### src/rtl/seg7_pkg.sv
// ============================================================================
// Module  : seg7_pkg
// Purpose : Shared seven-segment types, hex pattern table and polarity helper.
// Revision: 1.0 - initial release
// ============================================================================
`default_nettype none

package seg7_pkg;

   typedef logic [6:0] seg_t;

   localparam seg_t SEG_OFF_AH = 7'h00;

   // Active-high gfedcba patterns, entry n is hex digit n.
   localparam logic [15:0][6:0] SEG_PAT = {
      7'h71, 7'h79, 7'h5E, 7'h39, 7'h7C, 7'h77, 7'h6F, 7'h7F,
      7'h07, 7'h7D, 7'h6D, 7'h66, 7'h4F, 7'h5B, 7'h06, 7'h3F
   };

   function automatic seg_t to_pol(input seg_t pattern, input logic active_low);
      return active_low ? ~pattern : pattern;
   endfunction

endpackage

`default_nettype wire

### src/rtl/hex_to_seg7.sv
// ============================================================================
// Module  : hex_to_seg7
// Purpose : Nibble + blank + dp to seven-segment decoder with output polarity.
// Revision: 1.0 - initial release
// ============================================================================
`default_nettype none

module hex_to_seg7
   import seg7_pkg::*;
#(
   parameter int ACTIVE_LOW = 1
) (
   input  logic [3:0] nibble_i,
   input  logic       blank_i,
   input  logic       dp_i,
   output logic [6:0] seg_o,
   output logic       dp_o
);

   localparam logic POL = (ACTIVE_LOW != 0);

   seg_t seg_ah;
   logic dp_ah;

   always_comb begin
      seg_ah = blank_i ? SEG_OFF_AH : SEG_PAT[nibble_i];
      dp_ah  = dp_i & ~blank_i;
   end

   assign seg_o = to_pol(seg_ah, POL);
   assign dp_o  = POL ? ~dp_ah : dp_ah;

endmodule

`default_nettype wire

### src/rtl/seg7_scan_display.sv
// ============================================================================
// Module  : seg7_scan_display
// Purpose : Shadowed N-digit hex display driving static and scanned segments.
// Revision: 1.0 - initial release
// ============================================================================
`default_nettype none

module seg7_scan_display
   import seg7_pkg::*;
#(
   parameter int NUM_DIGITS = 8,
   parameter int CLK_DIV    = 50000,
   parameter int ACTIVE_LOW = 1
) (
   input  logic                    clk_i,
   input  logic                    rst_ni,
   input  logic [4*NUM_DIGITS-1:0] value_i,
   input  logic                    load_i,
   input  logic                    freeze_i,
   input  logic                    blank_lz_i,
   input  logic [NUM_DIGITS-1:0]   dp_in_i,
   output logic [7*NUM_DIGITS-1:0] hex_out_o,
   output logic [NUM_DIGITS-1:0]   dp_out_o,
   output logic [6:0]              seg_o,
   output logic                    dp_o,
   output logic [NUM_DIGITS-1:0]   an_o
);

   localparam int   IDX_W   = (NUM_DIGITS > 1) ? $clog2(NUM_DIGITS) : 1;
   localparam int   PS_W    = (CLK_DIV > 1) ? $clog2(CLK_DIV) : 1;
   localparam logic POL     = (ACTIVE_LOW != 0);
   localparam seg_t SEG_OFF = to_pol(SEG_OFF_AH, POL);
   localparam logic [NUM_DIGITS-1:0] AN_OFF = POL ? '1 : '0;

   logic [4*NUM_DIGITS-1:0] shadow_q, shadow_d;
   logic [NUM_DIGITS-1:0]   dp_reg_q, dp_reg_d;
   logic [PS_W-1:0]         ps_q, ps_d;
   logic [IDX_W-1:0]        idx_q, idx_d;
   logic                    live_q;
   logic [6:0]              seg_q, seg_d;
   logic                    dp_q, dp_d;
   logic [NUM_DIGITS-1:0]   an_q, an_d;

   logic                    tick;
   logic                    upper_zero;
   logic [NUM_DIGITS-1:0]   blank_mask;
   logic [NUM_DIGITS-1:0]   static_blank;
   logic [NUM_DIGITS-1:0]   an_ah;
   logic [3:0]              scan_nib;
   logic                    scan_blank;
   logic                    scan_dp;

   always_comb begin
      shadow_d = shadow_q;
      dp_reg_d = dp_reg_q;
      if (load_i && !freeze_i) begin
         shadow_d = value_i;
         dp_reg_d = dp_in_i;
      end
   end

   always_comb begin
      tick  = (ps_q == PS_W'(CLK_DIV - 1));
      ps_d  = tick ? '0 : ps_q + 1'b1;
      idx_d = idx_q;
      if (tick) begin
         idx_d = (idx_q == IDX_W'(NUM_DIGITS - 1)) ? '0 : idx_q + 1'b1;
      end
   end

   // Walk from the top digit down; a digit blanks only if it and all above are zero.
   always_comb begin
      upper_zero = 1'b1;
      blank_mask = '0;
      for (int i = NUM_DIGITS - 1; i >= 0; i--) begin
         upper_zero = upper_zero & (shadow_q[4*i +: 4] == 4'h0);
         if (i != 0) begin
            blank_mask[i] = blank_lz_i & upper_zero;
         end
      end
   end

   // Static outputs read as off until the first edge after reset releases.
   assign static_blank = blank_mask | {NUM_DIGITS{~live_q}};

   for (genvar g = 0; g < NUM_DIGITS; g++) begin : g_static
      hex_to_seg7 #(
         .ACTIVE_LOW (ACTIVE_LOW)
      ) u_dec (
         .nibble_i (shadow_q[4*g +: 4]),
         .blank_i  (static_blank[g]),
         .dp_i     (dp_reg_q[g]),
         .seg_o    (hex_out_o[7*g +: 7]),
         .dp_o     (dp_out_o[g])
      );
   end

   always_comb begin
      scan_nib   = 4'h0;
      scan_blank = 1'b0;
      scan_dp    = 1'b0;
      an_ah      = '0;
      for (int i = 0; i < NUM_DIGITS; i++) begin
         if (idx_q == IDX_W'(i)) begin
            scan_nib   = shadow_q[4*i +: 4];
            scan_blank = blank_mask[i];
            scan_dp    = dp_reg_q[i];
            an_ah[i]   = ~blank_mask[i];
         end
      end
      an_d = POL ? ~an_ah : an_ah;
   end

   hex_to_seg7 #(
      .ACTIVE_LOW (ACTIVE_LOW)
   ) u_scan_dec (
      .nibble_i (scan_nib),
      .blank_i  (scan_blank),
      .dp_i     (scan_dp),
      .seg_o    (seg_d),
      .dp_o     (dp_d)
   );

   always_ff @(posedge clk_i or negedge rst_ni) begin
      if (!rst_ni) begin
         shadow_q <= '0;
         dp_reg_q <= '0;
         ps_q     <= '0;
         idx_q    <= '0;
         live_q   <= 1'b0;
         seg_q    <= SEG_OFF;
         dp_q     <= POL;
         an_q     <= AN_OFF;
      end else begin
         shadow_q <= shadow_d;
         dp_reg_q <= dp_reg_d;
         ps_q     <= ps_d;
         idx_q    <= idx_d;
         live_q   <= 1'b1;
         seg_q    <= seg_d;
         dp_q     <= dp_d;
         an_q     <= an_d;
      end
   end

   assign seg_o = seg_q;
   assign dp_o  = dp_q;
   assign an_o  = an_q;

endmodule

`default_nettype wire

### config.mk
export PLATFORM = sky130hd
export DESIGN_NAME = seg7_scan_display
export DESIGN_NICKNAME = d
export VERILOG_FILES = /design/src/rtl/seg7_pkg.sv /design/src/rtl/hex_to_seg7.sv /design/src/rtl/seg7_scan_display.sv
export SDC_FILE = /design/constraint.sdc
export NUM_CORES = 1
export LEC_CHECK = 0
export CORE_UTILIZATION = 50
export DETAILED_ROUTE_END_ITERATION = 10
export MAX_ROUTING_LAYER = met4
export PLACE_DENSITY = 0.77
export SLEW_MARGIN = 20
export SYNTH_ARGS = -nofsm -noshare
export SYNTH_HDL_FRONTEND = slang
export SYNTH_HIERARCHICAL = 1
export SYNTH_SLANG_ARGS = --single-unit
### constraint.sdc
create_clock -name clk_i -period 3.3 [get_ports clk_i]
set_input_delay 0.99 -clock clk_i [delete_from_list [all_inputs] [get_ports clk_i]]
set_output_delay 0.99 -clock clk_i [all_outputs]
set_load 0.01 [all_outputs]
==> reports/metrics.yaml <==
outcome: "complete, but fails checks"
violations: "negative setup slack"
grt_usage: 0.267
tightest_slew_ns: 0.969
num_vias: 5434
cp_data_arrival_time_ns: 2.44
num_rows: 39
place_inst: 901
port_buffers: 124
path_clk_slew_ns: 0.07
cp_cell_sequence: "or4_4, or4_4, o21ai_2, buf_6, inv_4, o211ai_1, buf_2"
max_freq_mhz: 292
synth_cells: 616
cp-end-kind: "output pin"
yosys.area.top_type: "dfrtp_1"
min_period_over_period: 1.04
fillers: 899
clock_skew_ns: 0.00922
min_to: "ps_q[0]"
final_cells: 926
cts.sink_count: 76
die_x_um: 110
grt_setup_unrepaired: "true"
grt_max_degree: 77
max_slew_margin: 0.354
hold_class: "flop to flop"
drcViolationCount: 0
synth.net_count: 722
ys_seq_area_frac: 0.327
grt_pass1_wl_um: 25800
drt.antenna.violating_nets: 0
slew_violations: 0
vias_per_cell: 5.87
wirelength_um: 16000
drive_gt1_frac: 0.244
antenna_found_initial: 0
maxCapViolCount: 0
clk_latency_ns: 0.35
r2r-end: "seg_o[6]"
worstReg2RegStart: "idx_q[0]"
dr.pass1.iters: 5
setup_tns_ns: -1.20
timing.final.hold_violations: 0
diodes: 0
wire_per_inst_um: 17.2
h-tree-depth: 3
numCtsBuffers: 9
die_h_um: 110
placed_area_sq_mm: 0.00745
layout_min_cycle_time_ns: 3.43
finalSetupViolations: 17
design_area_sq_mm: 0.00778
synth_enable_flop_cells: 0
crit_top_cell: "or4_4"
hp-start: "ps_q[0]"
synth.area.top_cells: "dfrtp_1, ha_1, mux2_2"
cts_max_path_buffers: 2
required_ns: 2.31
core_area_sq_mm: 0.0114
preCtsSetupSlack_ns: -0.962
hpwl_um: 11600
first_iter_violations: 461
p_per_area_mw_per_mm2: 441
synth_area_sq_mm: 0.00588
slowest_stage: "or4_4"
timing.final.ws_setup_ns: -0.128
place_congestion: 0.949
syn_avg_cell_area_sq_um: 9.54
start_util: 0.515
reg2reg_slack_ns: 0.29
fin_worst_hold_slack_ns: 0.474
area_growth_pct: 32.5
cts_tree: "built"
async_reset_ff_frac: 1.00
cp_slowest_stage_delay_ns: 0.57
ir_drop_v: 0.000238
critPathKind: "flop to output pin"
synth_cell_types: 51
leakagePower_nw: 3.46
pin_count: 125
worstSetupStartpointType: "flop"
grt_pass1_vias: 5272
crit_fanout: 6
cts_root_buf: "clkbuf_16"
r2r_cells: 10
overflow: 0
holdPathStages: 1
die_area_sq_mm: 0.0122
synth_ff_type: "dfrtp_1"
ys_ff_latch: 76
synth_top_area_frac: 0.255
yosysWarnings: 6
fin_nets: 884
==> worst max-delay path by stage <==
stage,cells after the start,start,endpoint
final,7,shadow_q[11],hex_out_o[10]
after global routing,9,shadow_q[19],hex_out_o[10]
after CTS,7,shadow_q[11],hex_out_o[10]
after detailed placement,8,blank_lz_i,hex_out_o[10]
after global placement,8,blank_lz_i,hex_out_o[7]
after floorplan,5,blank_lz_i,hex_out_o[10]
==> logic make-up (layout without fill, tap and decap cells) <==
| kind of cell | Yosys count | in the layout | share of synthesized area |
|---|---|---|---|
| other | 1 | 1 | 0.000638 |
| buffers and inverters | 64 | 231 | 0.0524 |
| muxes | 67 | 67 | 0.125 |
| and+or+nand+nor | 180 | 180 | 0.162 |
| adders and majority gates | 61 | 61 | 0.130 |
| DFF | 76 | 76 | 0.327 |
| AOI/OAI and AO/OA | 155 | 155 | 0.185 |
| xor gates and xnor gates | 12 | 12 | 0.0179 |
==> metal layers <==
layer | GRT usage | vias to the layer above | wire (um)
li1 | - | 2566 | -
met1 | 0.341 | 2644 | 6990
met2 | 0.426 | 193 | 7780
met3 | 0.0417 | 31 | 822
met4 | 0.104 | 0 | 372
met5 | - | - | 0
==> cells in the final DEF (no fill, tap or decap), drive strengths merged, types with 18 or more instances in the layout <==
cell type and count:
o211ai 18, mux2i 18, inv 45, dfrtp 60, a221o 18, o21ai 47
dlygate4sd2 20, mux2 49, nand2 47, buf 74, ha 61, nor2 49
clkdlybuf4s50 72
==> flip-flops by register name, indices dropped and copies added, names as in the netlist <==
name	count
seg_o	7
ps_q	16
shadow_q	32
idx_q	3
dp_o	1
an_o	8
dp_reg_q	8
live_q	1
==> power breakdown <==
group	internal, mW	switching [mW]	total, mW
Combinational	0.644	0.703	1.35
Sequential	1.04	0.0914	1.14
Clock	0.520	0.428	0.947
==> critical path: cells and delay by family (launching register included) <==
kind | cells | cell delay (ns)
buf+inv | 3 | 0.36
flops | 1 | 0.38
simple gates | 2 | 1.11
compound gates | 2 | 0.25
==> cell type report <==
| class | count | area (sq um) | area share |
|---|---|---|---|
| well taps | 143 | 179 | 0.0230 |
| flip-flops and latches | 76 | 1920 | 0.247 |
| inverters | 42 | 163 | 0.0209 |
| multi-input cells | 476 | 3760 | 0.483 |
| clock inverters | 7 | 58.8 | 0.00755 |
| clock buffers | 9 | 225 | 0.0289 |
| repair buffers | 173 | 1480 | 0.189 |
==> metrics by stage <==
| stage | total power, mW | util |
|---|---|---|
| 3_3_place_gp | 2.47 | 0.653 |
| 3_5_place_dp | 2.52 | 0.653 |
| 6_report | 3.43 | 0.682 |
| 2_1_floorplan | 1.92 | - |
| 4_1_cts | 3.41 | 0.675 |
| 5_1_grt | 3.60 | 0.682 |
==> Yosys cell counts (3+ instances only) <==
cell,number
a211oi_1,9
a21boi_0,9
a21oi_1,14
a221o_1,18
a221oi_1,4
a311o_1,10
a31oi_1,10
and3_1,5
buf_6,9
clkbuf_1,12
dfrtp_1,60
dfstp_2,16
ha_1,61
inv_1,33
inv_2,9
mux2_1,9
mux2_2,40
mux2i_1,18
nand2_1,47
nand2b_1,9
nand3_1,15
nor2_1,40
nor2_2,9
nor2b_1,13
nor3_1,11
nor4_1,3
o211ai_1,18
o21a_1,4
o21ai_0,42
o21ai_1,5
o311ai_1,9
or2b_1,9
or4_1,4
xnor2_1,3
xor2_1,9
==> timing repair <==
| action | in CTS | in global routing |
|---|---|---|
| hold buffers | 0 | 0 |
| pin swaps | 5 | 6 |
| resized for setup | 140 | 24 |
| buffers inserted | 4 | 5 |
| setup endpoints to repair | 56 | 30 |
Power figures use the tool's default switching activity.
